### config.mk
export PLATFORM = sky130hd
export DESIGN_NAME = mem_arbiter
export DESIGN_NICKNAME = d
export VERILOG_FILES = /design/src/rtl/mem_arbiter.sv
export SDC_FILE = /design/constraint.sdc
export NUM_CORES = 1
export LEC_CHECK = 0
export CAP_MARGIN = 15
export CORE_AREA = 5 5 82 84
export CTS_CLUSTER_SIZE = 14
export DETAILED_ROUTE_END_ITERATION = 7
export DIE_AREA = 0 0 87 89
export DONT_BUFFER_PORTS = 1
export PLACE_DENSITY_LB_ADDON = 0.3
export SKIP_CTS_REPAIR_TIMING = 1
export SYNTH_ARGS = -nofsm -noshare
export SYNTH_HDL_FRONTEND = slang
export SYNTH_SLANG_ARGS = --single-unit
export TNS_END_PERCENT = 10
### constraint.sdc
create_clock -name clk -period 2.75 [get_ports clk]
set_input_delay 0.6875 -clock clk [delete_from_list [all_inputs] [get_ports clk]]
set_output_delay 0.6875 -clock clk [all_outputs]
set_load 0.005 [all_outputs]
### src/rtl/mem_arbiter.sv
// mem_arbiter
//   Shares one synchronous memory port (fixed 1-cycle read latency) between
//   NREQ requesters. Round-robin arbitration, with a per-requester lock that
//   keeps the grant across consecutive accesses.
//
// Build option:
//   MEM_ARB_FIXED_PRIO_EN - when defined, the winner is always the lowest
//   index requesting; the round-robin pointer is not built. Lock/HOLD
//   behaviour is the same in both builds.
//
// Handshake (req/ack):
//   A requester raises req[i] with we[i]/addr[i]/wdata[i] stable and holds
//   them until it sees ack[i]. ack[i] is a single-cycle pulse. On the edge
//   where ack is seen, the requester drops or renews req. Inputs are latched
//   at grant, so a req dropped after grant does not cancel the access.
//
// Ports:
//   clk, rst        clock, synchronous active-high reset
//   req/lock/we     per-requester request, keep-grant, write select
//   addr/wdata      flattened per-requester address / write data
//   grant           one-hot owner (0 when idle)
//   ack             one-cycle completion pulse to the owner
//   rdata           read data, valid in the ack cycle of a read
//   busy            high whenever the FSM is not IDLE
//   mem_*           memory strobe, write enable, address, write data
//   mem_rdata       memory read data, one cycle after a read strobe
//   dbg_state       current FSM state, for observation only
module mem_arbiter #(
  parameter int NREQ = 4,
  parameter int AW   = 16,
  parameter int DW   = 16
) (
  input  logic              clk,
  input  logic              rst,
  input  logic [NREQ-1:0]   req,
  input  logic [NREQ-1:0]   lock,
  input  logic [NREQ-1:0]   we,
  input  logic [NREQ*AW-1:0] addr,
  input  logic [NREQ*DW-1:0] wdata,
  output logic [NREQ-1:0]   grant,
  output logic [NREQ-1:0]   ack,
  output logic [DW-1:0]     rdata,
  output logic              busy,
  output logic              mem_en,
  output logic              mem_we,
  output logic [AW-1:0]     mem_addr,
  output logic [DW-1:0]     mem_wdata,
  input  logic [DW-1:0]     mem_rdata,
  output logic [2:0]        dbg_state
);

  localparam int IW = (NREQ > 1) ? $clog2(NREQ) : 1;

  typedef enum logic [2:0] {IDLE, ISSUE, WAIT, ACK, HOLD} state_t;

  state_t          state, state_n;
  logic [IW-1:0]   owner, owner_n;
  logic [IW-1:0]   winner;
  logic [IW-1:0]   src;
  logic            load;
  logic [NREQ-1:0] grant_n;
  logic            mem_we_n;
  logic [AW-1:0]   mem_addr_n;
  logic [DW-1:0]   mem_wdata_n;

  assign dbg_state = state;

`ifdef MEM_ARB_FIXED_PRIO_EN
  function automatic logic [IW-1:0] pick(input logic [NREQ-1:0] r);
    logic [IW-1:0] w;
    w = '0;
    for (int i = NREQ - 1; i >= 0; i--) begin
      if (r[i]) w = IW'(i);
    end
    return w;
  endfunction

  assign winner = pick(req);
`else
  // Index of the most recently served requester; the search starts just
  // above it so every requester gets a turn.
  logic [IW-1:0] ptr;

  function automatic logic [IW-1:0] pick(input logic [NREQ-1:0] r,
                                         input logic [IW-1:0]   p);
    logic [IW-1:0] w;
    logic          found;
    int            c;
    w     = '0;
    found = 1'b0;
    for (int d = 1; d <= NREQ; d++) begin
      c = (int'(p) + d) % NREQ;
      if (!found && r[c]) begin
        w     = IW'(c);
        found = 1'b1;
      end
    end
    return w;
  endfunction

  assign winner = pick(req, ptr);
`endif

  always_comb begin
    state_n     = state;
    owner_n     = owner;
    grant_n     = grant;
    mem_we_n    = mem_we;
    mem_addr_n  = mem_addr;
    mem_wdata_n = mem_wdata;
    load        = 1'b0;
    src         = owner;
    case (state)
      IDLE: begin
        if (|req) begin
          src     = winner;
          load    = 1'b1;
          owner_n = winner;
          grant_n = NREQ'(1) << winner;
          state_n = ISSUE;
        end
      end
      ISSUE: state_n = mem_we ? ACK : WAIT;
      WAIT:  state_n = ACK;
      ACK: begin
        if (lock[owner]) begin
          state_n = HOLD;
        end else begin
          grant_n = '0;
          state_n = IDLE;
        end
      end
      HOLD: begin
        if (req[owner]) begin
          load    = 1'b1;
          state_n = ISSUE;
        end else if (!lock[owner]) begin
          grant_n = '0;
          state_n = IDLE;
        end
      end
      default: begin
        grant_n = '0;
        state_n = IDLE;
      end
    endcase
    if (load) begin
      mem_we_n    = we[src];
      mem_addr_n  = addr[int'(src)*AW +: AW];
      mem_wdata_n = wdata[int'(src)*DW +: DW];
    end
  end

  // Outputs are registered from the next-state decode so each one lines up
  // with the state it belongs to.
  always_ff @(posedge clk) begin
    if (rst) begin
      state     <= IDLE;
      owner     <= '0;
      grant     <= '0;
      ack       <= '0;
      rdata     <= '0;
      busy      <= 1'b0;
      mem_en    <= 1'b0;
      mem_we    <= 1'b0;
      mem_addr  <= '0;
      mem_wdata <= '0;
`ifndef MEM_ARB_FIXED_PRIO_EN
      ptr       <= IW'(NREQ - 1);
`endif
    end else begin
      state     <= state_n;
      owner     <= owner_n;
      grant     <= grant_n;
      ack       <= (state_n == ACK) ? grant_n : '0;
      busy      <= (state_n != IDLE);
      mem_en    <= (state_n == ISSUE);
      mem_we    <= mem_we_n;
      mem_addr  <= mem_addr_n;
      mem_wdata <= mem_wdata_n;
      if (state == WAIT) rdata <= mem_rdata;
`ifndef MEM_ARB_FIXED_PRIO_EN
      if (state == ACK) ptr <= owner;
`endif
    end
  end

endmodule

Yosys cells after proc, flatten, opt, wreduce, memory -nomap -nowiden
Index checks and enable logic that the tools add are counted.
Widths: inputs -> output; s select.
{"block": "totals", "inputBits": 158, "elab_cells": 90, "ff_bits": 66}
{"block": "op_classes", "bitwise": 5, "n_mux": 40, "eq_ne": 6, "n_reduce_logical": 15, "magnitude_cmp": 6, "shifts": 3, "addsub": 4}
{"operator": "$shiftx 64x7->16", "n": 2}
{"operator": "$mux 1", "n": 17}
{"operator": "$lt 3x4->1 const B", "n": 4}
{"operator": "$pmux 4 s4", "n": 1}
{"operator": "$pmux 3 s5", "n": 1}
{"operator": "$bmux 1 s2", "n": 7}
{"operator": "$mux 2", "n": 6}
{"operator": "$mux 3", "n": 4}
{"operator": "$mux 4", "n": 3}
{"operator": "$reduce_or 2->1", "n": 6}
{"operator": "$eq 3x2->1 const B", "n": 3}
{"operator": "$eq 3x1->1 const B", "n": 2}
{"operator": "$lt 2x3->1 const B", "n": 2}
{"operator": "$add 2x1->2 const B", "n": 2}
{"operator": "$add 2x2->2 const B", "n": 2}
{"operator": "$and 1x1->1 const A", "n": 4}
{"operator": "$reduce_or 4->1", "n": 1}
{"operator": "$shl 1x2->4 const A", "n": 1}
{"operator": "$eq 3x3->1 const B", "n": 1}
{"operator": "$logic_and 1x1->1", "n": 3}
{"operator": "$logic_not 1->1", "n": 3}
{"operator": "$logic_not 3->1", "n": 1}
{"operator": "$reduce_bool 3->1", "n": 1}
{"operator": "$pmux 1 s2", "n": 1}
{"operator": "$not 1->1", "n": 1}

Logic depth before layout (Yosys ltp)
{"block": "logic_depth", "depth_word": 20, "depth_mapped": 7, "depth_no_buf": 5}

Least setup slack after synthesis
No wires, ideal clock.
{"block": "synth_path", "kind": "in2reg", "from": "input req[1]", "to": "register mem_addr[0]", "t_required_ps": 2633, "slack_ps": 234, "path_stages": 6, "arrival_ps": 2399, "path_cell_list": "nor4_2 > nor2_2 > o22ai_4 > buf_6 > mux4_2 > a22o_1"}
{"block": "synth_via", "elab_chain_cells": 16}
{"element": "from (decl)", "line": "35", "text": "input logic [NREQ-1:0] req,"}
{"element": "$bmux 1 s2", "line": "93", "text": "if (!found && r[c]) begin"}
{"element": "$mux 1 (implied by the code) (2 in series)", "line": "93"}
{"element": "$mux 1", "line": "93"}
{"element": "$logic_not 1->1", "line": "93"}
{"element": "$logic_and 1x1->1", "line": "93"}
{"element": "$mux 1", "line": "93"}
{"element": "$logic_not 1->1", "line": "93"}
{"element": "$logic_and 1x1->1", "line": "93"}
{"element": "$mux 1", "line": "93"}
{"element": "$logic_not 1->1", "line": "93"}
{"element": "$logic_and 1x1->1", "line": "93"}
{"element": "$mux 2", "line": "93"}
{"element": "$mux 2 (2 in series)"}
{"element": "$shiftx 64x7->16", "line": "149", "text": "mem_addr_n = addr[int'(src)*AW +: AW];"}
{"element": "to (signal assigned)", "line": "179", "text": "mem_addr <= mem_addr_n;"}
{"element": "to (decl)", "line": "46", "text": "output logic [AW-1:0] mem_addr,"}
Parallel ways exist; a longest one is shown, timed or not. The select of a mux whose other input is x is not followed.
A chain may end at the register's enable or synchronous reset.

Worst setup path after layout
{"block": "layout_path", "from": "register state[2] (netlist: dbg_state[2])", "to": "register mem_addr[14]"}
{"block": "layout_via", "elab_chain_cells": 3}
{"element": "from (decl)", "line": "56", "text": "state_t state, state_n;"}
{"element": "from (signal assigned)", "line": "172", "text": "state <= state_n;"}
{"element": "$logic_not 3->1", "line": "113", "text": "case (state)"}
{"element": "$mux 2"}
{"element": "$shiftx 64x7->16", "line": "149"}
Parallel ways exist; a longest one is shown, timed or not.

==> impl_metrics.yaml <==
setup_path:
  required_ps: 2980
  crit_type: "register to register"
  path_max_fanout: 20
  cp.arrival_ps: 2790
  max_stage_delay_ps: 960
  crit_path_end_kind: "register"
  worstPathCellList: "or3_4 > o41ai_4 > buf_12 > mux4_1 > a22o_1"
  crit_path_start_kind: "register"
  crit_slowest_cell: "o41ai_4"
timing:
  fin_ws_ps: 189
  hold_violations: 0
  max_freq_ghz: 0.390
  fin_skew_ps: 3.97
  finalSetupViolations: 0
  grt_setup_unrepaired: "false"
  max_slew_margin_pct: 29.7
  fin_crit_ps: 2560
  fin_crit_sh_pct: 93.1
  worst_pin_slew_ps: 1050
  drv_slew: 0
floorplanning:
  die_area_um2: 7740
  initial_core_util_pct: 54.8
  fp.dieW_um: 87
  rows: 28
  ioPinCount: 220
  die_y_um: 89
  coreArea_um2: 5850
cts:
  clk_pin_slew_ps: 70
  cts_root_buffer: "clkbuf_8"
  cts_buffer_depth: 2
  cts.sinks: 66
  cts_buffers: 9
  clock_latency_ps: 330
  cts_tree: "done"
  cts_max_level: 3
cells_and_area:
  nNetsFinal: 440
  areaGrowthSynthToFinish_pct: 9.67
  antenna_cells: 0
  drive_gt1_share_pct: 23.7
  instances_no_fill: 362
  final_common_cell: "dfxtp_1"
  layout_common_cells: "dfxtp_1, nand2_1, a22o_1"
synthesis:
  yosys-top-cells-area: "dfxtp_1, mux4_2, a22o_1"
  ys_types: 40
  yosysTopAreaCellShare_pct: 41.2
  synth.avg_cell_area_um2: 11.5
  synth_area_leader_cell: "dfxtp_1"
  yosys_register_bits: 66
  netlist_instances: 278
  synth.net_count: 436
  ys_warn_count: 0
  synth_area_um2: 3210
  yosysSeqAreaShare_pct: 41.2
placement:
  hpwlAfterDp_um: 6940
  dp_worst_setup_slack_ps: -171
  gp_congestion: 0.772
  io_buffers: 0
  place_inst: 346
detailed_routing:
  ant_nets: 0
  num_vias: 2359
  totalWireLength_um: 8610
  drt_iter0_markers: 71
  dr.pass1.iters: 4
  wl_per_cell_um: 23.8
  vias_per_cell: 6.52
  remaining_drc_errors: 0
global_routing:
  grt_use_met1_pct: 24.2
  grt_max_degree: 35
  gr-max-usage-layer: "met2"
  grt_pass1_wl_um: 12700
  grt_pass1_vias: 2419
  grtUsageTotal_pct: 21.6
  use_met2_pct: 37.1
  overflow: 0
  antenna_found_initial: 0
  grt_use_met3_pct: 8.02
status:
  status: "finished clean"
worst_hold_path:
  holdCritPathClass: "primary input to register"
power_and_ir_drop:
  p_leak_nw: 1.29
  power.total_mw: 2.72
  p_per_area_nw_per_um2: 774
  ir_drop_mv: 0.379
flow_run:
  maxCapViolCount: 0
-- cells in the mapped netlist (all sizes together) --
master	count
buf	8
o32a	1
o221ai	1
o2bb2ai	1
xnor2	1
dfxtp	66
clkbuf	12
nand2b	2
or4	1
o21ai	10
nor2	16
mux2i	1
nand3	1
o22ai	1
and2	3
o41ai	1
o31a	1
a2bb2oi	1
nand2	41
a21oi	20
a32oi	2
a22o	33
inv	1
or3	2
nor2b	5
o211ai	1
a211oi	1
nor4	2
a22oi	1
a21o	1
nor3	2
mux4	35
or3b	3
-- critical path, delay by kind of cell, from the launching register on --
| kind | cells | cell delay (ps) |
|---|---|---|
| muxes | 1 | 280 |
| DFF | 1 | 310 |
| and+or+nand+nor | 1 | 400 |
| buffers and inverters | 1 | 250 |
| AOI/OAI and AO/OA | 2 | 1200 |
-- worst paths after layout --
kind | from | endpoint | slack (ps) | cells past startpoint
worst min-delay path | rst | rdata[1]$_SDFFE_PP0N_ | 410 | 1
worst max-delay path | dbg_state[2]$_SDFF_PP0_ | mem_addr[14]$_SDFFE_PP0P_ | 190 | 5
worst max register to register | dbg_state[2]$_SDFF_PP0_ | mem_addr[14]$_SDFFE_PP0P_ | 190 | 5
worst min register to register | rdata[6]$_SDFFE_PP0N_ | rdata[6]$_SDFFE_PP0N_ | 470 | 2
-- per-layer routing --
metal / part of all wire (%) / wire [um] / vias to the layer above
met5: 0 / 0 / -
met4: 2.0 / 172 / 0
met3: 10 / 894 / 16
met2: 53 / 4540 / 127
met1: 35 / 3000 / 1130
li1: - / - / 1086
-- per-stage QoR --
step                      cell area (um^2)  setup TNS, ps  utilization, %  hold slack [ps]
after floorplan                       3210              0               -              453
final                                 3520              0            60.1              413
after detailed placement              3330          -4040            57.0              461
after CTS                             3520              0            60.1              398
after global placement                3330          -1530            57.0              457
after global routing                  3520              0            60.1              389
-- registers in the layout (all words and copies together) (netlist names) --
| name | flops |
|---|---|
| mem_addr | 16 |
| mem_wdata | 16 |
| rdata | 16 |
| ack | 4 |
| grant | 4 |
| dbg_state | 3 |
| owner | 2 |
| ptr | 2 |
| busy | 1 |
| mem_en | 1 |
| mem_we | 1 |
-- layout make-up --
class	instances	area (um^2)
Inverter	1	3.75
Timing Repair Buffer	13	123
Multi-Input combinational cell	191	1790
Clock inverter	6	57.6
Clock buffer	10	128
Sequential cell	66	1320
Fill cell	484	2330
Tap cell	75	93.8
-- where the power goes --
group	switching (mW)	internal (mW)	leakage (nW)	total (mW)
Sequential	0.121	1.10	0.542	1.22
Combinational	0.321	0.417	0.650	0.738
Clock	0.357	0.412	0.0958	0.769
-- cells by family after synthesis --
group	after synthesis	share of synthesized area (%)
AO/OA/AOI/OAI	76	17.9
XOR/XNOR	1	0.273
AND/OR/NAND/NOR	78	11.7
buffers and inverters	21	3.59
multiplexers	36	25.4
flip-flops	66	41.2
(Power assumes the default switching activity.)
